<file path="config.mk">
export PLATFORM = sky130hd
export DESIGN_NAME = ct_field_reg_slice
export DESIGN_NICKNAME = d
export VERILOG_FILES = /design/src/rtl/ct_pkg.sv /design/src/rtl/ct_slice_reg.sv /design/src/rtl/ct_field_reg_slice.sv
export SDC_FILE = /design/constraint.sdc
export NUM_CORES = 1
export LEC_CHECK = 0
export ABC_AREA = 1
export CORE_AREA = 2 2 39 41
export CTS_BUF_LIST = sky130_fd_sc_hd__clkbuf_16
export DETAILED_ROUTE_END_ITERATION = 6
export DIE_AREA = 0 0 41 43
export GPL_TIMING_DRIVEN = 0
export SYNTH_ARGS = -nofsm -noshare
export SYNTH_HDL_FRONTEND = slang
export SYNTH_SLANG_ARGS = --single-unit
</file>
<file path="constraint.sdc">
create_clock -name clk -period 1.3 [get_ports clk]
set_input_delay 0.13 -clock clk [delete_from_list [all_inputs] [get_ports clk]]
set_output_delay 0.13 -clock clk [all_outputs]
set_load 0.02 [all_outputs]
</file>
<file path="src/rtl/ct_pkg.sv">
// Shared definitions for the field-conversion slice: state encodings and width helpers.
package ct_pkg;

    localparam logic [1:0] CT_SLICE_EMPTY = 2'b00;
    localparam logic [1:0] CT_SLICE_ONE   = 2'b10;
    localparam logic [1:0] CT_SLICE_FULL  = 2'b11;

    // Zero-width buses are not expressible, so a zero width is carried as one unused bit.
    function automatic int ct_pad_width(input int w);
        return (w > 32'sd0) ? w : 32'sd1;
    endfunction

endpackage

</file>
<file path="src/rtl/ct_slice_reg.sv">
// Enable-loaded payload register with an optional synchronous clear.
module ct_slice_reg #(
    parameter int W       = 1,
    parameter bit HAS_CLR = 1'b0
) (
    input  logic         clk,
    input  logic         clr,
    input  logic         en,
    input  logic [W-1:0] d,
    output logic [W-1:0] q
);

    logic [W-1:0] val_d;
    logic [W-1:0] val_q;

    // Next value: load on enable, otherwise hold.
    always_comb begin
        val_d = val_q;
        if (en) begin
            val_d = d;
        end else begin
            val_d = val_q;
        end
    end

    // Storage; the clear is only honoured when the instance asks for it.
    always_ff @(posedge clk) begin
        if (HAS_CLR && clr) begin
            val_q <= '0;
        end else begin
            val_q <= val_d;
        end
    end

    assign q = val_q;

endmodule

</file>
<file path="src/rtl/ct_field_reg_slice.sv">
// Two-entry skid slice for the data+field stream; every output comes straight from a flop.
module ct_field_reg_slice
    import ct_pkg::*;
#(
    parameter int WD         = 0,
    parameter int WF         = 1,
    parameter bit RESET_DATA = 1'b0
) (
    input  logic                       clk,
    input  logic                       reset,
    input  logic [ct_pad_width(WD)-1:0] i_data,
    input  logic [WF-1:0]              i_field,
    input  logic                       i_valid,
    output logic                       o_ready,
    output logic [ct_pad_width(WD)-1:0] o_data,
    output logic [WF-1:0]              o_field,
    output logic                       o_valid,
    input  logic                       i_ready
);

    localparam int DW = ct_pad_width(WD);

    logic       main_v_d, main_v_q;
    logic       skid_v_d, skid_v_q;
    logic       ready_d,  ready_q;
    logic       in_xfer_s, out_xfer_s;
    logic       main_ld_s, main_from_skid_s, skid_ld_s;
    logic [1:0] state_s;

    logic [WF-1:0] main_field_in_s;
    logic [WF-1:0] main_field_q;
    logic [WF-1:0] skid_field_q;

    assign in_xfer_s  = i_valid & ready_q;
    assign out_xfer_s = main_v_q & i_ready;
    assign state_s    = {main_v_q, skid_v_q};

    // Occupancy control: decides which register loads and the next valid bits.
    always_comb begin
        main_v_d         = main_v_q;
        skid_v_d         = skid_v_q;
        main_ld_s        = 1'b0;
        main_from_skid_s = 1'b0;
        skid_ld_s        = 1'b0;
        case (state_s)
            CT_SLICE_EMPTY: begin
                if (in_xfer_s) begin
                    main_ld_s = 1'b1;
                    main_v_d  = 1'b1;
                end else begin
                    main_v_d  = 1'b0;
                end
            end
            CT_SLICE_ONE: begin
                if (in_xfer_s && out_xfer_s) begin
                    main_ld_s = 1'b1;
                end else if (in_xfer_s) begin
                    skid_ld_s = 1'b1;
                    skid_v_d  = 1'b1;
                end else if (out_xfer_s) begin
                    main_v_d  = 1'b0;
                end else begin
                    main_v_d  = 1'b1;
                end
            end
            CT_SLICE_FULL: begin
                // Upstream is stalled here, so only a drain can move state.
                if (out_xfer_s) begin
                    main_ld_s        = 1'b1;
                    main_from_skid_s = 1'b1;
                    skid_v_d         = 1'b0;
                end else begin
                    skid_v_d         = 1'b1;
                end
            end
            default: begin
                main_v_d = 1'b0;
                skid_v_d = 1'b0;
            end
        endcase
        ready_d = ~skid_v_d;
    end

    // Control flops; ready stays low for as long as reset is held.
    always_ff @(posedge clk) begin
        if (reset) begin
            main_v_q <= 1'b0;
            skid_v_q <= 1'b0;
            ready_q  <= 1'b0;
        end else begin
            main_v_q <= main_v_d;
            skid_v_q <= skid_v_d;
            ready_q  <= ready_d;
        end
    end

    // Main field source: the skid entry when draining, otherwise the live input.
    always_comb begin
        main_field_in_s = i_field;
        if (main_from_skid_s) begin
            main_field_in_s = skid_field_q;
        end else begin
            main_field_in_s = i_field;
        end
    end

    ct_slice_reg #(.W(WF), .HAS_CLR(RESET_DATA)) u_main_field (
        .clk (clk),
        .clr (reset),
        .en  (main_ld_s),
        .d   (main_field_in_s),
        .q   (main_field_q)
    );

    ct_slice_reg #(.W(WF), .HAS_CLR(RESET_DATA)) u_skid_field (
        .clk (clk),
        .clr (reset),
        .en  (skid_ld_s),
        .d   (i_field),
        .q   (skid_field_q)
    );

    if (WD > 0) begin : g_data
        logic [DW-1:0] main_data_in_s;
        logic [DW-1:0] main_data_q;
        logic [DW-1:0] skid_data_q;

        // Main data source, steered exactly like the field.
        always_comb begin
            main_data_in_s = i_data;
            if (main_from_skid_s) begin
                main_data_in_s = skid_data_q;
            end else begin
                main_data_in_s = i_data;
            end
        end

        ct_slice_reg #(.W(DW), .HAS_CLR(RESET_DATA)) u_main_data (
            .clk (clk),
            .clr (reset),
            .en  (main_ld_s),
            .d   (main_data_in_s),
            .q   (main_data_q)
        );

        ct_slice_reg #(.W(DW), .HAS_CLR(RESET_DATA)) u_skid_data (
            .clk (clk),
            .clr (reset),
            .en  (skid_ld_s),
            .d   (i_data),
            .q   (skid_data_q)
        );

        assign o_data = main_data_q;
    end else begin : g_no_data
        logic unused_data_s;
        assign unused_data_s = ^i_data;
        assign o_data        = '0;
    end

    assign o_field = main_field_q;
    assign o_valid = main_v_q;
    assign o_ready = ready_q;

endmodule

</file>
==> results.txt, run 1 <==
The initialized floorplan defines 14 standard-cell rows. The detail route stage leaves a number of antenna-violating nets equal to 0. The synthesized netlist net count was 31; the count of pins on the block boundary was 10. The run finished with clean final reports.

The highest fanout seen on the critical path is 1. For the effective utilization at floorplan, the log shows 0.164. The cell class contributing the biggest share of worst-path delay is buffers and inverters. Across all register-to-register paths, the minimum setup slack is 310 ps. The number of antenna violations at the first check in global routing was 0; the relative area change from synthesis to final layout was 75.1%. STA puts the critical path data required time at 1170 ps. Detailed routing inserted a total of 188 vias. The run gives 0 as the final setup violation count. Traced cell by cell, the critical path runs through clkdlybuf4s50_1.

For the total of max-cap violations, the log shows 0. Yosys instantiated no cell more often than sky130_fd_sc_hd__nand2_1. For the share of synthesized area occupied by flip-flops and latches, the log shows 0.530. The compound-gate portion of the synthesized area came out at 0.0829. The final hold violation count was 0. The worst hold path cell count was 1. Master of the slowest instance on the critical path: sky130_fd_sc_hd__clkdlybuf4s50_1. The die covers 1760 µm². The class of the worst hold path was in2reg. The logs give 0 for the total global routing overflow and 2.58 ps for the worst setup skew after layout. The simple-gate share of the synthesized area came out at 0.271. In the synthesized netlist the dominant register cell turns out to be sky130_fd_sc_hd__dfxtp_1. The layout has 154 filler cells. By count the netlist is led by sky130_fd_sc_hd__nand2_1, sky130_fd_sc_hd__dfxtp_1, sky130_fd_sc_hd__inv_2.

In the routed design, unresolved DRC markers number 0. Clock tree synthesis found a total of 5 sinks. The tools report the number of library cell types mapped by synthesis as 15. The post-synthesis cell type with the largest combined area was sky130_fd_sc_hd__dfxtp_1. The async set-reset flop share out of synthesis was 0; the layout net count was 43. STA classifies the critical path startpoint as a flip-flop. Sorting the synthesized cells by area gives the leading types as sky130_fd_sc_hd__dfxtp_1, sky130_fd_sc_hd__edfxtp_1, sky130_fd_sc_hd__nand2_1. The critical path in this run is classified as reg2out.

Clock-pin slew was measured on the worst setup and hold paths at 30 ps. The first global-routing pass estimated 724 µm of wire. The delay contributed by the slowest stage of the critical path was 590 ps; the number of global-route vias before repair was 194.

The fraction of final layout cells with drive strength greater than 1 is 0.333. After synthesis, the largest family of logic cells by area is simple AND/OR/NAND/NOR gates. The core region is 1380 µm². The clock reaches the later pin of the worst-skew pair after 230 ps. In this run the power density over the cells is 1820 nW/µm².

The count of flip-flops with a built-in enable after synthesis works out to 2. The top cell type's share of synthesized area was 0.265; the count of final max-slew check failures was 0. The via density per instance was 3.62; the number of cell instances on the worst register-to-register path was 4.

For the upper clock frequency limit, the log shows 0.799 GHz. Final routed wire length divided by cell count: 7.79 µm. Entering global routing, the biggest net connects 5 pins.

The run gives 3 as the number of buffers created by CTS. The all-layer global routing usage came out at 0.0746. No sink is reached through more buffers than the 2 on the longest clock path. The total power is 0.000722 W, and the CTS H-tree depth is 1. The sum of negative setup slack is 0 ps. The worst setup path is captured at a primary output. Xor-xnor portion of the synthesized cell area: 0. The post-synthesis adder-cell area fraction was 0; the horizontal extent of the die was 41 µm.

The count of buffers added on input and output ports is 7. The run gives 1120 ps as the arrival time reported for the critical path endpoint. The vertical extent of the die is 43 µm, and the synthesized area divided by synthesized cell count is 9.06 µm². The number of diodes added for antenna fixing was 0; the combined buffer and inverter count along the critical path was 1. The cell area that synthesis handed to floorplanning was 226 µm². Setup repair after global routing left no endpoint under its margin. The number of gates on the worst path with buffers counted was 1; the total leakage power was 0.172 nW. The synthesis warning total was 0; the mux share of post-synthesis cell area was 0. The worst-case IR drop observed on VDD is 0.872 mV. Synthesis produced 25 cells.

CTS placed an instance of sky130_fd_sc_hd__clkbuf_16 at the clock tree root. The total routed wirelength was 405 µm; the post-layout minimum cycle time was 1250 ps. TritonCTS built the clock tree.

Summed over all nets, the half-perimeter wirelength after detailed placement is 290 µm. The post-route fraction of the period consumed by the critical path is 0.962. The congestion estimate from routability-driven global placement came to 0.762. Synthesis-stage register bit count: 5.

The number of iterations in the first detailed-routing pass is 2, and the initial detailed-routing violation count is 2.
==> through the flow <==
step	util	std cells	setup slack, ps	cell area [µm²]	hold slack, ps
after CTS	0.285	52	16.2	394	508
after detailed placement	0.229	48	58.3	317	564
final	0.287	52	48.8	397	501
after global placement	0.229	48	57.5	317	554
after floorplan	-	25	211	226	192
after global routing	0.287	52	7.27	397	509
==> layout make-up <==
cell class,instances,area [µm²],area share
inverter,4,15.0,0.0379
clock inverter,1,3.75,0.00946
sequential,5,120,0.303
timing repair buffer,7,71.3,0.180
clock buffer,3,75.1,0.189
buffer,1,7.51,0.0189
multi-input combinational,15,83.8,0.211
tap,16,20.0,0.0505
==> flip-flops by register name, indices dropped and copies added (netlist names) <==
signal          flops
u_main_field.q      1
o_valid             1
u_skid_field.q      1
o_ready             1
skid_v_q            1
==> logic make-up (layout without fill, tap and decap cells) <==
| kind of cell | after synthesis | in the layout |
|---|---|---|
| DFF | 5 | 5 |
| AOI/OAI and AO/OA | 3 | 3 |
| and+or+nand+nor | 11 | 11 |
| buffers and inverters | 5 | 16 |
| other | 1 | 1 |
==> report_power, final <==
| part | total, W | internal [W] | switching [W] |
|---|---|---|---|
| Combinational | 0.0000517 | 0.0000252 | 0.0000264 |
| Sequential | 0.000173 | 0.000170 | 0.00000287 |
| Clock | 0.000497 | 0.000398 | 0.0000989 |
| Total | 0.000722 | 0.000594 | 0.000128 |
==> path summary, 6_finish.rpt <==
kind / from / end
setup / recovery: u_main_field.q$_DFFE_PP_ / o_field
setup reg to reg: skid_v_q$_SDFF_PP0_ / u_main_field.q$_DFFE_PP_
hold / removal: i_field / u_skid_field.q$_DFFE_PP_
hold reg to reg: o_valid$_SDFFE_PP0P_ / skid_v_q$_SDFF_PP0_
==> cells in the final DEF (no fill, tap or decap), types with 2 or more instances in the layout <==
| cell type | n |
|---|---|
| sky130_fd_sc_hd__nand2_1 | 4 |
| sky130_fd_sc_hd__edfxtp_1 | 2 |
| sky130_fd_sc_hd__inv_2 | 3 |
| sky130_fd_sc_hd__nand2_2 | 2 |
| sky130_fd_sc_hd__inv_1 | 2 |
| sky130_fd_sc_hd__nor2_1 | 2 |
| sky130_fd_sc_hd__dfxtp_1 | 3 |
| sky130_fd_sc_hd__clkbuf_16 | 3 |
| sky130_fd_sc_hd__clkdlybuf4s50_1 | 5 |
==> per-layer routing <==
metal,vias to the layer above,global-route usage,routed length (µm)
met3,0,0.0942,62
met2,10,0.0844,159
met4,0,0.0600,0
met5,-,0,0
met1,80,0.0651,183
li1,98,-,-
==> what timing repair did <==
item | CTS | global route
resized for setup | 1 | 1
setup buffers | 0 | 0
endpoints found under the setup margin | 1 | 1
endpoints found under the hold margin | 0 | 0
hold buffers | 0 | 0
Power figures use the tool's default switching activity.
==> inputs of run 2 (changes only) <==
--- a/config.mk
+++ b/config.mk
@@ -8,8 +8,10 @@
 export ABC_AREA = 1
 export CORE_AREA = 2 2 39 41
 export CTS_BUF_LIST = sky130_fd_sc_hd__clkbuf_16
+export CTS_CLUSTER_DIAMETER = 80
 export DETAILED_ROUTE_END_ITERATION = 6
 export DIE_AREA = 0 0 41 43
+export DONT_BUFFER_PORTS = 1
 export GPL_TIMING_DRIVEN = 0
 export SYNTH_ARGS = -nofsm -noshare
 export SYNTH_HDL_FRONTEND = slang
==> run 2 against run 1 <==
Effect of this change:
- die area unchanged
- via count decreased by 12%
- wire length decreased by 1.2%
- combinational power decreased by 45%
- critical path type is now reg2reg
- power decreased by 2.6%
- setup slack improved by 110 ps
- clock skew about the same
- critical endpoint is now u_main_field.q$_DFFE_PP_
- maximum frequency increased by 9.3%
- global-route usage decreased by 1.0 points
- cell area decreased by 13%
==> results.txt, run 2 (synthesis results as in run 1) <==
The tools report the number of DRC violations after detailed routing as 0. TritonCTS built the clock tree. The final layout contains 38 nets. The logs give 1760 µm² for the die area and 0 for the number of resized instances in the post-cts repair step. The run gives 0.703 as the part of the power in the clock network. Of all nets on the critical path, the largest fanout is 3.

The tools report the final hold violation count as 0. The die is 43 µm tall. For the routability-driven placement congestion ratio, the log shows 0.725.

The internal power summed over all cells was 0.000581 W. Placed cell area: 246 µm². The via density per instance works out to 3.53.

The run gives 0.0625 as the fraction of met2 tracks used by global routing. Traced cell by cell, the critical path runs through nand2_1 > nand2_2 > nand2_2 > nor2_1. The count of nets left with antenna violations once routing finished came out at 0. The startpoint class of the critical path is a flip-flop. Clock skew on the completed layout was measured at 2.77 ps. The all-layer global routing usage is 0.0645, and the number of rows created at floorplan is 14. The routed design has 400 µm of wire.

The logs give 2 for the number of buffers on the longest clock path and 0.873 GHz for the upper clock frequency limit. For the count of final max-slew check failures, the log shows 0. The number of setup buffers added after CTS is 0.

The power density over the cells is 2040 nW/µm², and the number of antenna violations at the first check in global routing is 0. Once layout is done, the placed cells without fillers occupy 345 µm². The worst path needs 1150 ps of the cycle, external delays included. Master of the slowest instance on the critical path: sky130_fd_sc_hd__dfxtp_1.

The later pin in the worst-skew pair is clocked with a latency of 230 ps. The initial detailed-routing violation count is 2, and the CTS H-tree depth is 1. Combinational share of power: 0.040.

The flow ran to the end, and the final reports show no timing, DRC or antenna violations. The final routed wire length divided by cell count works out to 8.51 µm. The worst hold slack was 69.9 ps; the sum of negative setup slack was 0 ps. The switching power as a share of total power is 0.174, and the delay contributed by the slowest stage of the critical path is 440 ps. The total of max-cap violations is 0.

10 I/O pins were placed. Setup violations remaining at the end of the flow were counted as 0. The run gives 1380 µm² as the core outline area.

The cell chosen for the clock root is sky130_fd_sc_hd__clkbuf_16. In the layout the commonest cells are sky130_fd_sc_hd__nand2_1, sky130_fd_sc_hd__inv_2, sky130_fd_sc_hd__clkbuf_16, sky130_fd_sc_hd__dfxtp_1. The post-route fraction of the period consumed by the critical path is 0.881, and the detailed placer's ending HPWL is 314 µm. The layer flagged by global routing as most heavily used is met3. Summed over all layers, the global routing overflow is 0. At the worst endpoint, the arrival time is 1080 ps.

STA classifies the critical path endpoint as a flip-flop. Setup repair after global routing left no endpoint under its margin. VDD sags by at most 0.712 mV. The vias after detailed routing came out at 166.

The pin count of the biggest net entering global routing came out at 5. The logs give 0.164 for the effective utilization at floorplan and 0.0649 for the met1 track demand over resource. The number of iterations in the first detailed-routing pass was 2. In this run the worst hold path is classified as in2reg. In this run the static leakage power is 0.140 nW.

The first global-routing pass estimated 641 µm of wire. Leaving out fill and tap cells, the most frequent cell in the layout is sky130_fd_sc_hd__nand2_1. Buffers inserted during clock tree synthesis total 3. The routing usage on met3 came out at 0.110.

The critical path data required time is 1230 ps. Fraction of final layout cells with drive strength greater than 1: 0.387. During placement, the flow inserted port buffers numbering 0. The sequential share of power was 0.257; the horizontal extent of the die was 41 µm.

The worst setup path category is reg2reg. For this design the total switching power over the nets is 0.000123 W. The number of diodes added for antenna fixing was 0.

Number of global-route vias before repair: 155. The CTS clock-pin slew for the worst setup and hold paths was 30 ps; the TritonCTS sink count was 5. The relative area change from synthesis to final layout was 52.5%. The most repeated library cell on the critical path was sky130_fd_sc_hd__nand2_2.
run 2: changes by cell type in the layout (fill, tap and decap cells not counted):
cell and change:
sky130_fd_sc_hd__clkdlybuf4s50_1 -5, sky130_fd_sc_hd__dlygate4sd3_1 +2, sky130_fd_sc_hd__dlygate4sd2_1 -1, sky130_fd_sc_hd__dlymetal6s2s_1 -1
run 2: stage by stage:
stage / instances / worst slack, ps / power, W / util
global placement: 41 / 155 / 0.000205 / 0.178
finish: 47 / 155 / 0.000703 / 0.250
detailed placement: 41 / 147 / 0.000206 / 0.178
floorplan: 25 / 211 / 0.000203 / -
CTS: 47 / 144 / 0.000715 / 0.250
global route: 47 / 77.3 / 0.000734 / 0.250
run 2: final timing paths:
kind / startpoint / endpoint / slack (ps) / cells after the start
hold / removal: i_ready / skid_v_q$_SDFF_PP0_ / 70 / 3
setup / recovery: o_ready$_SDFF_PP0_ / u_main_field.q$_DFFE_PP_ / 150 / 4
setup reg to reg: o_ready$_SDFF_PP0_ / u_main_field.q$_DFFE_PP_ / 150 / 4
hold reg to reg: u_skid_field.q$_DFFE_PP_ / u_main_field.q$_DFFE_PP_ / 570 / 2
run 2: layout make-up:
cell class	instances	area, µm²
Multi-Input combinational cell	15	83.8
Sequential cell	5	120
Clock buffer	3	75.1
Inverter	4	15.0
Buffer	1	7.51
Timing Repair Buffer	2	20.0
Clock inverter	1	3.75
Fill cell	149	1040
Tap cell	16	20.0
run 2: critical path: cells and delay by family, from the launching register on:
kind	cells	cell delay (ps)
DFF	1	440
and+or+nand+nor	4	420
run 2: what timing repair did:
item                                    4_1_cts  5_1_grt
hold buffers                                  2        0
endpoints found under the setup margin        0        0
endpoints found under the hold margin         4        0
run 2: routing by layer:
metal	vias up	wire, µm
li1	88	-
met1	69	156
met2	9	166
met3	0	77
met4	0	0
met5	-	0
run 2: power by group through the flow:
stage | combinational, W | clock, W | sequential (W)
6_report | 0.0000282 | 0.000494 | 0.000181
5_1_grt | 0.0000321 | 0.000520 | 0.000182
4_1_cts | 0.0000284 | 0.000505 | 0.000181
3_5_place_dp | 0.0000224 | 0 | 0.000183
3_3_place_gp | 0.0000221 | 0 | 0.000183
2_1_floorplan | 0.0000203 | 0 | 0.000182
==> inputs of run 3 (changes only) <==
--- a/config.mk
+++ b/config.mk
@@ -13,6 +13,8 @@
 export DIE_AREA = 0 0 41 43
 export DONT_BUFFER_PORTS = 1
 export GPL_TIMING_DRIVEN = 0
+export PLACE_DENSITY = 0.38
 export SYNTH_ARGS = -nofsm -noshare
 export SYNTH_HDL_FRONTEND = slang
 export SYNTH_SLANG_ARGS = --single-unit
+export TNS_END_PERCENT = 30
==> run 3 against run 2 <==
Effect of this change:
- first-iteration DRC count unchanged
- power down 0.11%
- cell area unchanged
- critical path depth unchanged
- core utilization unchanged
- maximum frequency down 1.6%
- clock power about the same
- non-clock buffer count unchanged
- sequential share of layout area unchanged
- global-route usage up 0.89 points
- critical path type unchanged
- largest power group unchanged
- highest routed layer unchanged
==> results.txt, run 3 (synthesis results as in run 1) <==
The wire-length estimate of the detail-placed layout is 307 µm. The worst setup path is launched from a flip-flop. Final hold violation count: 0.

The arrival time reported for the critical path endpoint is 1090 ps, and the total routed wirelength is 419 µm. The post-layout minimum cycle time was 1160 ps. Dividing the detail-routed via count by the number of cells gives 3.55. In this run the deepest clock path goes through 2 buffers. The routed length on met3 was 83 µm.

The worst setup path is of the reg2reg kind. Summed over all cells, the static leakage comes to 0.140 nW. The post-route cell area came out at 345 µm². In the final routing, the length of wire on met1 measures 200 µm.

Buffers inserted during clock tree synthesis total 3. Across the VDD grid, the largest voltage drop is 0.972 mV. The final layout contains 38 nets.

The worst hold slack was 67.0 ps. The run gives 2 as the number of iterations in the first detailed-routing pass. Setup repair after global routing left no endpoint under its margin. TritonCTS built the clock tree. Most common library cell in the layout ignoring fill and taps: sky130_fd_sc_hd__nand2_1. The number of global-route vias before repair is 192, and the post-route fraction of the period consumed by the critical path is 0.896.

In this run the register-to-register setup slack is 140 ps. The CTS clock-pin slew for the worst setup and hold paths came out at 30 ps. In this run the remaining antenna-violating nets after routing total 0. Buffers placed on the I/O ports in this run total 0. The die is 43 µm tall.

At the placement stage, the worst setup path has a slack of 141 ps. The run gives 0.250 as the utilization after layout. After detailed routing, the number of remaining DRC violations is 0. In the post-route analysis, the smallest setup slack over all paths is 136 ps.

Class of the worst hold path: in2reg. The highest fanout seen on the critical path is 4. For the amount of wire on met2 after detailed routing, the log shows 135 µm. The clock latency on the worst-skew pair was 230 ps; the number of cell instances on the worst register-to-register path was 4. The number of diodes added for antenna fixing was 0. In this run the cell area measured after placement is 246 µm². Along the worst hold path, the cell count comes to 3. The pin count of the biggest net entering global routing is 5. In this run the critical register-to-register path is captured at u_skid_field.q$_DFFE_PP_.

The worst hold endpoint is skid_v_q$_SDFF_PP0_. The logs give 1 for the CTS H-tree depth and 0 for the total of max-cap violations. Setup violations remaining at the end of the flow were counted as 0.

The flow ran to the end, and the final reports show no timing, DRC or antenna violations. The run gives 0 as the number of antenna violations at the first check in global routing. The upper clock frequency limit was 0.859 GHz; the final routed wire length divided by cell count was 8.91 µm. Data on the critical path is required at its endpoint by 1230 ps. For this design, the sink count on the clock tree is 5.

The final route contains 167 vias. The start point of the worst min-delay path was i_ready. The total overflow left after global routing is 0. Across the routed clock network, the largest skew measured is 2.96 ps. The first global-routing pass estimated 759 µm of wire.

Setup total negative slack on the finished layout was measured at 0 ps. Relative to the synthesized area, the layout overhead comes to 52.5%. The core outline area was 1380 µm².

The fraction of final layout cells with drive strength greater than 1 is 0.387, and the routability-driven placement congestion ratio is 0.684. The cell sitting at the root of the clock tree is a sky130_fd_sc_hd__clkbuf_16. STA classifies the critical path endpoint as a flip-flop. Signal routing reaches up to met3. For the count of final max-slew check failures, the log shows 0. 10 I/O pins were placed. The tools report the all-layer global routing usage as 0.0734.

The top cell types in the final layout, fill and taps aside, are sky130_fd_sc_hd__nand2_1, sky130_fd_sc_hd__inv_2, sky130_fd_sc_hd__clkbuf_16, sky130_fd_sc_hd__dfxtp_1. The tools report the effective utilization at floorplan as 0.164. After the first detailed-routing iteration, the DRC count stood at 2.

The horizontal extent of the die came out at 41 µm. The power density over the cells was 2030 nW/µm². The worst register-to-register path begins at o_valid$_SDFFE_PP0P_.

The die covers 1760 µm². The tools report the total setup buffers inserted after CTS as 0. In this run the core area contains 14 standard-cell rows.
## run 3: cell counts in the layout (fill, tap and decap cells not counted)
Identical to the previous run, type by type.
## run 3: per-layer routing
layer,track usage,up-vias
li1,-,88
met1,0.0742,68
met2,0.0750,11
met3,0.105,0
met4,0.0400,0
met5,0,-
## run 3: worst max-delay path by stage
| stage | from | end | slack (ps) | cells past startpoint |
|---|---|---|---|---|
| 4_1_cts | o_valid$_SDFFE_PP0P_ | u_skid_field.q$_DFFE_PP_ | 140 | 4 |
| 5_1_grt | o_valid$_SDFFE_PP0P_ | u_skid_field.q$_DFFE_PP_ | 40 | 4 |
| 3_3_place_gp | o_valid$_SDFFE_PP0P_ | u_skid_field.q$_DFFE_PP_ | 160 | 4 |
| 3_5_place_dp | o_valid$_SDFFE_PP0P_ | u_skid_field.q$_DFFE_PP_ | 140 | 4 |
| 2_1_floorplan | o_valid$_SDFFE_PP0P_ | u_skid_field.q$_DFFE_PP_ | 210 | 4 |
| 6_report | o_valid$_SDFFE_PP0P_ | u_skid_field.q$_DFFE_PP_ | 140 | 4 |
## run 3: timing repair
item | 4_1_cts | 5_1_grt
hold buffers | 2 | 0
gates resized for setup | 0 | 0
endpoints found under the hold margin | 4 | 0
## run 3: final cells by class
class                           instances  area (µm²)
Clock inverter                          1        3.75
Clock buffer                            3        75.1
Buffer                                  1        7.51
Tap cell                               16        20.0
Multi-Input combinational cell         15        83.8
Timing Repair Buffer                    2        20.0
Sequential cell                         5         120
Inverter                                4        15.0
Fill cell                             141        1040
## run 3: power breakdown
group | leakage, nW | switching [W] | internal [W]
Combinational | 0.0549 | 0.0000164 | 0.0000122
Sequential | 0.0431 | 0.0000104 | 0.000171
Clock | 0.0423 | 0.0000951 | 0.000398
## run 3: per-stage QoR
stage / instances / total power (W)
final: 47 / 0.000703
after global routing: 47 / 0.000733
after CTS: 47 / 0.000712
after detailed placement: 41 / 0.000206
after global placement: 41 / 0.000205
after floorplan: 25 / 0.000203
## run 3: worst max-delay path: stages (launching register included)
cell	delay [ps]
sky130_fd_sc_hd__dfxtp_1	470
sky130_fd_sc_hd__inv_2	90
sky130_fd_sc_hd__nor2_4	140
sky130_fd_sc_hd__inv_2	60
sky130_fd_sc_hd__nor3_2	110
